--- src/rtl/dm_port_arbiter_if.sv ---
// Requester, response and memory-side signals of the data-memory port arbiter.
// master = requesters + memory model side, slave = arbiter side.
interface dm_port_arbiter_if;
  logic        req0;
  logic        req1;
  logic        we0;
  logic        we1;
  logic [31:0] addr0;
  logic [31:0] addr1;
  logic [31:0] wdata0;
  logic [31:0] wdata1;
  logic [3:0]  be0;
  logic [3:0]  be1;
  logic        done0;
  logic        done1;
  logic [31:0] rdata0;
  logic [31:0] rdata1;
  logic        err;
  logic        mem_en;
  logic        mem_we;
  logic [31:0] mem_addr;
  logic [31:0] mem_wdata;
  logic [3:0]  mem_be;
  logic        mem_ready;
  logic [31:0] mem_rdata;

  modport master (
    output req0, req1, we0, we1, addr0, addr1, wdata0, wdata1, be0, be1,
    output mem_ready, mem_rdata,
    input  done0, done1, rdata0, rdata1, err,
    input  mem_en, mem_we, mem_addr, mem_wdata, mem_be
  );

  modport slave (
    input  req0, req1, we0, we1, addr0, addr1, wdata0, wdata1, be0, be1,
    input  mem_ready, mem_rdata,
    output done0, done1, rdata0, rdata1, err,
    output mem_en, mem_we, mem_addr, mem_wdata, mem_be
  );
endinterface

--- src/rtl/dm_port_arbiter.sv ---
// Round-robin arbiter sharing one byte-enabled DM port (port 0 = MEM stage, port 1 = bus bridge); mem_en 1 cycle after
// grant, done 1 cycle after mem_ready, requesters wait by holding req. DM_TIMEOUT_EN aborts a BUSY stalled TIMEOUT_CYCLES.
module dm_port_arbiter #(
  parameter int TIMEOUT_CYCLES = 16
) (
  input  logic             i_clk,
  input  logic             i_reset,
  dm_port_arbiter_if.slave io_bus
);

  typedef enum logic [1:0] {
    ST_IDLE = 2'd0,
    ST_BUSY = 2'd1,
    ST_RESP = 2'd2
  } state_t;

  state_t      r_state;
  state_t      w_state_nxt;
  logic        r_ptr;
  logic        r_owner;
  logic        r_we;
  logic [31:0] r_addr;
  logic [31:0] r_wdata;
  logic [3:0]  r_be;
  logic [31:0] r_rdata0;
  logic [31:0] r_rdata1;

  logic        w_busy;
  logic        w_resp;
  logic        w_grant;
  logic        w_grant_id;
  logic        w_complete;
  logic        w_timeout;
  logic        w_sel_we;
  logic [31:0] w_sel_addr;
  logic [31:0] w_sel_wdata;
  logic [3:0]  w_sel_be;

  assign w_busy = (r_state == ST_BUSY);
  assign w_resp = (r_state == ST_RESP);

  always_comb begin
    w_state_nxt = r_state;
    w_grant     = 1'b0;
    w_grant_id  = 1'b0;
    w_complete  = 1'b0;
    case (r_state)
      ST_IDLE: begin
        if (io_bus.req0 || io_bus.req1) begin
          w_grant     = 1'b1;
          // The pointer only breaks ties; a lone requester always wins.
          w_grant_id  = (io_bus.req0 && io_bus.req1) ? r_ptr : io_bus.req1;
          w_state_nxt = ST_BUSY;
        end
      end
      ST_BUSY: begin
        if (io_bus.mem_ready) begin
          w_complete  = 1'b1;
          w_state_nxt = ST_RESP;
        end else if (w_timeout) begin
          w_state_nxt = ST_RESP;
        end
      end
      ST_RESP: w_state_nxt = ST_IDLE;
      default: w_state_nxt = ST_IDLE;
    endcase
  end

  assign w_sel_we    = w_grant_id ? io_bus.we1    : io_bus.we0;
  assign w_sel_addr  = w_grant_id ? io_bus.addr1  : io_bus.addr0;
  assign w_sel_wdata = w_grant_id ? io_bus.wdata1 : io_bus.wdata0;
  assign w_sel_be    = w_grant_id ? io_bus.be1    : io_bus.be0;

  always_ff @(posedge i_clk or posedge i_reset) begin
    if (i_reset) begin
      r_state <= ST_IDLE;
    end else begin
      r_state <= w_state_nxt;
    end
  end

  always_ff @(posedge i_clk or posedge i_reset) begin
    if (i_reset) begin
      r_owner <= 1'b0;
      r_we    <= 1'b0;
      r_addr  <= '0;
      r_wdata <= '0;
      r_be    <= '0;
    end else if (w_grant) begin
      r_owner <= w_grant_id;
      r_we    <= w_sel_we;
      r_addr  <= w_sel_addr;
      r_wdata <= w_sel_wdata;
      r_be    <= w_sel_be;
    end
  end

  always_ff @(posedge i_clk or posedge i_reset) begin
    if (i_reset) begin
      r_ptr <= 1'b0;
    end else if (w_complete || w_timeout) begin
      r_ptr <= ~r_owner;
    end
  end

  // Store completions leave the owner's read data untouched; aborts clear it.
  always_ff @(posedge i_clk or posedge i_reset) begin
    if (i_reset) begin
      r_rdata0 <= '0;
      r_rdata1 <= '0;
    end else if (w_timeout) begin
      if (r_owner) r_rdata1 <= '0;
      else         r_rdata0 <= '0;
    end else if (w_complete && !r_we) begin
      if (r_owner) r_rdata1 <= io_bus.mem_rdata;
      else         r_rdata0 <= io_bus.mem_rdata;
    end
  end

`ifdef DM_TIMEOUT_EN
  localparam int CNT_W = ($clog2(TIMEOUT_CYCLES + 1) > 8) ? $clog2(TIMEOUT_CYCLES + 1) : 8;
  localparam logic [CNT_W-1:0] CNT_LAST = CNT_W'(TIMEOUT_CYCLES - 1);

  logic [CNT_W-1:0] r_cnt;
  logic             r_err;

  assign w_timeout = w_busy && !io_bus.mem_ready && (r_cnt == CNT_LAST);

  always_ff @(posedge i_clk or posedge i_reset) begin
    if (i_reset) begin
      r_cnt <= '0;
      r_err <= 1'b0;
    end else begin
      if (w_grant) begin
        r_cnt <= '0;
      end else if (w_busy && !io_bus.mem_ready) begin
        r_cnt <= r_cnt + CNT_W'(1);
      end
      if (w_timeout) begin
        r_err <= 1'b1;
      end else if (w_complete) begin
        r_err <= 1'b0;
      end
    end
  end

  assign io_bus.err = w_resp && r_err;
`else
  logic [31:0] w_unused_timeout;
  assign w_unused_timeout = TIMEOUT_CYCLES;
  assign w_timeout        = 1'b0;
  assign io_bus.err       = 1'b0;
`endif

  assign io_bus.done0     = w_resp && !r_owner;
  assign io_bus.done1     = w_resp && r_owner;
  assign io_bus.rdata0    = r_rdata0;
  assign io_bus.rdata1    = r_rdata1;
  assign io_bus.mem_en    = w_busy;
  assign io_bus.mem_we    = w_busy && r_we;
  assign io_bus.mem_addr  = r_addr;
  assign io_bus.mem_wdata = r_wdata;
  assign io_bus.mem_be    = (w_busy && r_we) ? r_be : 4'b0000;

endmodule

--- src/flat_wrapper.sv ---
// flat-port wrapper written by rule: the top's interface ports become plain ports
module dm_port_arbiter_flat 
#(
  parameter int TIMEOUT_CYCLES = 16
)
  (i_clk, i_reset, io_bus_req0, io_bus_req1, io_bus_we0, io_bus_we1, io_bus_addr0, io_bus_addr1, io_bus_wdata0, io_bus_wdata1, io_bus_be0, io_bus_be1, io_bus_mem_ready, io_bus_mem_rdata, io_bus_done0, io_bus_done1, io_bus_rdata0, io_bus_rdata1, io_bus_err, io_bus_mem_en, io_bus_mem_we, io_bus_mem_addr, io_bus_mem_wdata, io_bus_mem_be);
  dm_port_arbiter_if io_bus_i ();
  input  logic i_clk;
  input  logic i_reset;
  input wire logic [$bits(io_bus_i.req0)-1:0] io_bus_req0;
  input wire logic [$bits(io_bus_i.req1)-1:0] io_bus_req1;
  input wire logic [$bits(io_bus_i.we0)-1:0] io_bus_we0;
  input wire logic [$bits(io_bus_i.we1)-1:0] io_bus_we1;
  input wire logic [$bits(io_bus_i.addr0)-1:0] io_bus_addr0;
  input wire logic [$bits(io_bus_i.addr1)-1:0] io_bus_addr1;
  input wire logic [$bits(io_bus_i.wdata0)-1:0] io_bus_wdata0;
  input wire logic [$bits(io_bus_i.wdata1)-1:0] io_bus_wdata1;
  input wire logic [$bits(io_bus_i.be0)-1:0] io_bus_be0;
  input wire logic [$bits(io_bus_i.be1)-1:0] io_bus_be1;
  input wire logic [$bits(io_bus_i.mem_ready)-1:0] io_bus_mem_ready;
  input wire logic [$bits(io_bus_i.mem_rdata)-1:0] io_bus_mem_rdata;
  output wire logic [$bits(io_bus_i.done0)-1:0] io_bus_done0;
  output wire logic [$bits(io_bus_i.done1)-1:0] io_bus_done1;
  output wire logic [$bits(io_bus_i.rdata0)-1:0] io_bus_rdata0;
  output wire logic [$bits(io_bus_i.rdata1)-1:0] io_bus_rdata1;
  output wire logic [$bits(io_bus_i.err)-1:0] io_bus_err;
  output wire logic [$bits(io_bus_i.mem_en)-1:0] io_bus_mem_en;
  output wire logic [$bits(io_bus_i.mem_we)-1:0] io_bus_mem_we;
  output wire logic [$bits(io_bus_i.mem_addr)-1:0] io_bus_mem_addr;
  output wire logic [$bits(io_bus_i.mem_wdata)-1:0] io_bus_mem_wdata;
  output wire logic [$bits(io_bus_i.mem_be)-1:0] io_bus_mem_be;
  assign io_bus_i.req0 = io_bus_req0;
  assign io_bus_i.req1 = io_bus_req1;
  assign io_bus_i.we0 = io_bus_we0;
  assign io_bus_i.we1 = io_bus_we1;
  assign io_bus_i.addr0 = io_bus_addr0;
  assign io_bus_i.addr1 = io_bus_addr1;
  assign io_bus_i.wdata0 = io_bus_wdata0;
  assign io_bus_i.wdata1 = io_bus_wdata1;
  assign io_bus_i.be0 = io_bus_be0;
  assign io_bus_i.be1 = io_bus_be1;
  assign io_bus_i.mem_ready = io_bus_mem_ready;
  assign io_bus_i.mem_rdata = io_bus_mem_rdata;
  assign io_bus_done0 = io_bus_i.done0;
  assign io_bus_done1 = io_bus_i.done1;
  assign io_bus_rdata0 = io_bus_i.rdata0;
  assign io_bus_rdata1 = io_bus_i.rdata1;
  assign io_bus_err = io_bus_i.err;
  assign io_bus_mem_en = io_bus_i.mem_en;
  assign io_bus_mem_we = io_bus_i.mem_we;
  assign io_bus_mem_addr = io_bus_i.mem_addr;
  assign io_bus_mem_wdata = io_bus_i.mem_wdata;
  assign io_bus_mem_be = io_bus_i.mem_be;
  dm_port_arbiter #(.TIMEOUT_CYCLES(TIMEOUT_CYCLES)) u_core (.i_clk(i_clk), .i_reset(i_reset), .io_bus(io_bus_i));
endmodule
--- config.mk ---
export PLATFORM = sky130hd
export DESIGN_NAME = dm_port_arbiter_flat
export DESIGN_NICKNAME = d
export VERILOG_FILES = /design/src/rtl/dm_port_arbiter_if.sv /design/src/rtl/dm_port_arbiter.sv /design/src/flat_wrapper.sv
export SDC_FILE = /design/constraint.sdc
export NUM_CORES = 1
export LEC_CHECK = 0
export ABC_AREA = 1
export BUFFER_PORTS_ARGS = -buffer_cell sky130_fd_sc_hd__buf_2
export CORE_AREA = 2 2 122 124
export CTS_BUF_LIST = sky130_fd_sc_hd__clkbuf_4 sky130_fd_sc_hd__clkbuf_8
export CTS_CLUSTER_DIAMETER = 120
export DETAILED_ROUTE_END_ITERATION = 10
export DIE_AREA = 0 0 124 126
export PLACE_DENSITY = 0.8
export SYNTH_ARGS = -nofsm -noshare
export SYNTH_HDL_FRONTEND = slang
export SYNTH_SLANG_ARGS = --single-unit
--- constraint.sdc ---
create_clock -name i_clk -period 7.82 [get_ports i_clk]
set_clock_uncertainty 0.15 [all_clocks]
set_input_delay 0.782 -clock i_clk [delete_from_list [all_inputs] [get_ports i_clk]]
set_output_delay 0.782 -clock i_clk [all_outputs]
set_load 0.005 [all_outputs]
==> summary.md <==
| Metric | Value |
|---|---|
| Ys flop type | dfrtp_1 |
| # resized after CTS | 0 |
| Crit-path leading delay family | buffers and inverters |
| Sequential share of the synthesized area | 52.5% |
| I/O Pins | around 310 |
| Clock latency on the worst-skew pair | 0.43 ns |
| Arrival @ worst endpoint | 3.02 ns |
| DIE AREA | about 16000 sq um |
| Vias in the first global route | between 6000 and 7000 |
| CTS Hold Buffers Added | 0 |
| Biggest area consumer among synthesized cells | dfrtp_1 |
| Critical Path Most Common Cell | buf_4 |
| Detailed-route wire length | between 15000 and 20000 microns |
| 1st-iter DRT viols | approximately 340 |
| Hold slack | ~0.25 ns |
| Synth async-reset ratio | 100% |
| Core box area | around 14000 sq um |
| Max Buffers Root-to-Sink | 2 |
| Crit path capture type | register |
| Critical-path maximum fanout | approximately 70 |
| Critical path type | input pin to register |
| Slowest-stage cell, CP | buf_4 |
| WL/cell | 14.2 microns |
| Yosys top cell area share | 52.5% |
| Post-route minimum period | 2.81 ns |
| CTS tree | done |
| Ys Warns | 0 |
| Cell row count | 44 |
| FILL cells | around 1300 |
| Total CTS buffers | 17 |
| Sink Count | between 100 and 150 |
| Root Buffer | clkbuf_8 |
| Largest net degree at the start of global routing | 75 |
| Setup TNS | 0 ns |
| Nets | 1289 |
| Chip Width | ~120 microns |
| Initial antenna violation count | 3 |
| Worst-Margin Slew | 0.921 ns |
| Mapped cell area | 6530 sq um |
| Worst-case vdd ir drop | approximately 150 uV |
| Crit-path cells | buf_2 > buf_4 > o21ai_4 > buf_4 > inv_2 > buf_4 > nand3_1 > nand2_1 |
| Multi-input combinational cell area | approximately 2300 sq um |
| Slew HR | just under 40% |
| H-tree Lvls | 4 |
| Max cap viols | 0 |
| Worst EP required | 8.03 ns |
| Seq cells post-synth | approximately 140 |
| DP Wirelength | about 13000 microns |
| DRC Markers | 0 |
| Grt total ovfl | 0 |
| Final period util | a little over a third |
| Total power | ~0.003 W |
| Die Height | approximately 130 microns |
| Final hold vios | 0 |
| Worst path max stage delay | slightly above 0.6 ns |
| Max Freq | between 300 and 400 MHz |
| Avg Cell Area, Syn | approximately 7.9 sq um |
| Synth unique cells | 21 |
| Post-synthesis net count | 1002 |
| Top cells by area, synth | dfrtp_1 (53%), nand2_1 (16%), inv_1 (8.4%), nand3b_1 (7.8%), nand3_1 (5.4%) |
| DR vias/cell | about 4.8 |
| RSZ-0062 raised after global routing | no |
| Slew Viols, Final | 0 |
| Post-synth top cells | nand2_1 (274), inv_1 (146), dfrtp_1 (137) |
| Cells after synthesis | 827 |
| P per Cell Area | ~350 nW/um^2 |
| IO Port Bufs | 310 |
| Starting Density | between 40% and 50% |
| GP Congestion | around 0.86 |
| Area occupied by registers | ~3400 sq um |
| Pre-antenna DRT Iters | 6 |
| Postcts setup bufs | 0 |
| Via count | approximately 6300 |
| Clock slew at reported path FFs | about 0.08 ns |
| GRT Resource Usage Total | approximately 24% |
| First-pass GRT wire length | roughly 29000 microns |
| Layout cell share with drive strength beyond 1 | about a third |
| Worst Hold Class | input pin to async pin |
| Status | finished, final reports clean |
| Final ANT Viol Nets | 0 |
| Synth-to-layout area growth | 31.5% |
| Static leakage | 5.14 nW |
| EDFF count, synth | 0 |
| Worst Path Buf+Inv | 5 |
| Worst setup SP type | input pin |
| Setup violators final | 0 |
| Count leader, synth | nand2_1 |
-- per-stage QoR --
step | utilization [%] | instances | cell area (sq um) | worst slack, ns
3_3_place_gp | 57.0 | 1279 | 8160 | 4.59
6_report | 60.0 | 1312 | 8580 | 5.01
4_1_cts | 60.0 | 1311 | 8580 | 5.09
3_5_place_dp | 57.0 | 1279 | 8160 | 4.61
5_1_grt | 60.0 | 1312 | 8580 | 4.89
2_1_floorplan | - | 827 | 6530 | 3.22
-- state kept, by name, indices dropped and copies added, names as in the netlist --
| signal | flops |
|---|---|
| u_core.io_bus.mem_addr | 32 |
| u_core.r_we | 1 |
| u_core.r_be | 4 |
| u_core.io_bus.mem_wdata | 32 |
| u_core.io_bus.rdata1 | 32 |
| u_core.r_ptr | 1 |
| u_core.r_owner | 1 |
| u_core.r_state | 2 |
| u_core.io_bus.rdata0 | 32 |
-- routing by layer --
| metal | vias to the layer above | part of all wire, % | global-route usage (%) |
|---|---|---|---|
| met5 | - | 0.15 | 0 |
| met4 | 4 | 1.9 | 8.53 |
| met3 | 29 | 11 | 9.19 |
| met2 | 290 | 49 | 40.8 |
| met1 | 2866 | 38 | 27.4 |
| li1 | 3099 | - | - |
-- layout by cell type (no fill, tap or decap), drive strengths merged --
cell type / count
o21ai: 68
dfrtp: 137
diode: 1
nor2: 7
nand4: 1
bufinv: 3
clkinv: 8
conb: 1
inv: 148
clkinvlp: 2
clkbuf: 18
buf: 317
nand3: 71
nand2: 275
nor3: 3
nand3b: 68
-- power by group --
part           switching, W  internal, W
Clock              0.000287     0.000325
Combinational      0.000680     0.000476
Sequential         0.000181      0.00105
Total               0.00115      0.00185
-- logic make-up after synthesis --
kind of cell | share of synthesized area [%]
buf+inv | 11.8
flops | 52.5
simple gates | 30.3
other cells | 0.0575
compound gates | 5.27
-- final timing paths --
| path | from | cells after the start | slack [ns] | endpoint |
|---|---|---|---|---|
| min in group i_clk | u_core.io_bus.mem_addr[13]$_DFFE_PP0P_ | 2 | 0.33 | u_core.io_bus.mem_addr[13]$_DFFE_PP0P_ |
| worst max-delay path | io_bus_req1 | 8 | 5.01 | u_core.io_bus.mem_wdata[2]$_DFFE_PP0P_ |
| worst min-delay path | i_reset | 2 | 0.25 | u_core.io_bus.mem_addr[15]$_DFFE_PP0P_ |
| worst min register to register | u_core.io_bus.mem_addr[13]$_DFFE_PP0P_ | 2 | 0.33 | u_core.io_bus.mem_addr[13]$_DFFE_PP0P_ |
| worst max register to register | u_core.r_state[0]$_DFFE_PP0P_ | 7 | 5.21 | u_core.io_bus.mem_wdata[2]$_DFFE_PP0P_ |
| max in group asynchronous | i_reset | 3 | 5.92 | u_core.r_ptr$_DFFE_PP0P_ |
-- worst reg2reg max path: cells and delay by family, from the launching register on --
kind / cells / cell delay (ns)
AND/OR/NAND/NOR: 3 / 0.79
flip-flops: 1 / 0.42
AO/OA/AOI/OAI: 1 / 0.09
buffers and inverters: 3 / 1.10
-- final cells by class --
| type | instances | area share, % |
|---|---|---|
| tap | 184 | 2.68 |
| sequential | 137 | 39.9 |
| antenna | 1 | 0.0292 |
| clock buffer | 18 | 2.89 |
| clock inverter | 14 | 2.01 |
| multi-input combinational | 494 | 27.3 |
| timing repair buffer | 317 | 18.7 |
| inverter | 147 | 6.49 |
No activity file was read; power rests on OpenSTA's default activity.
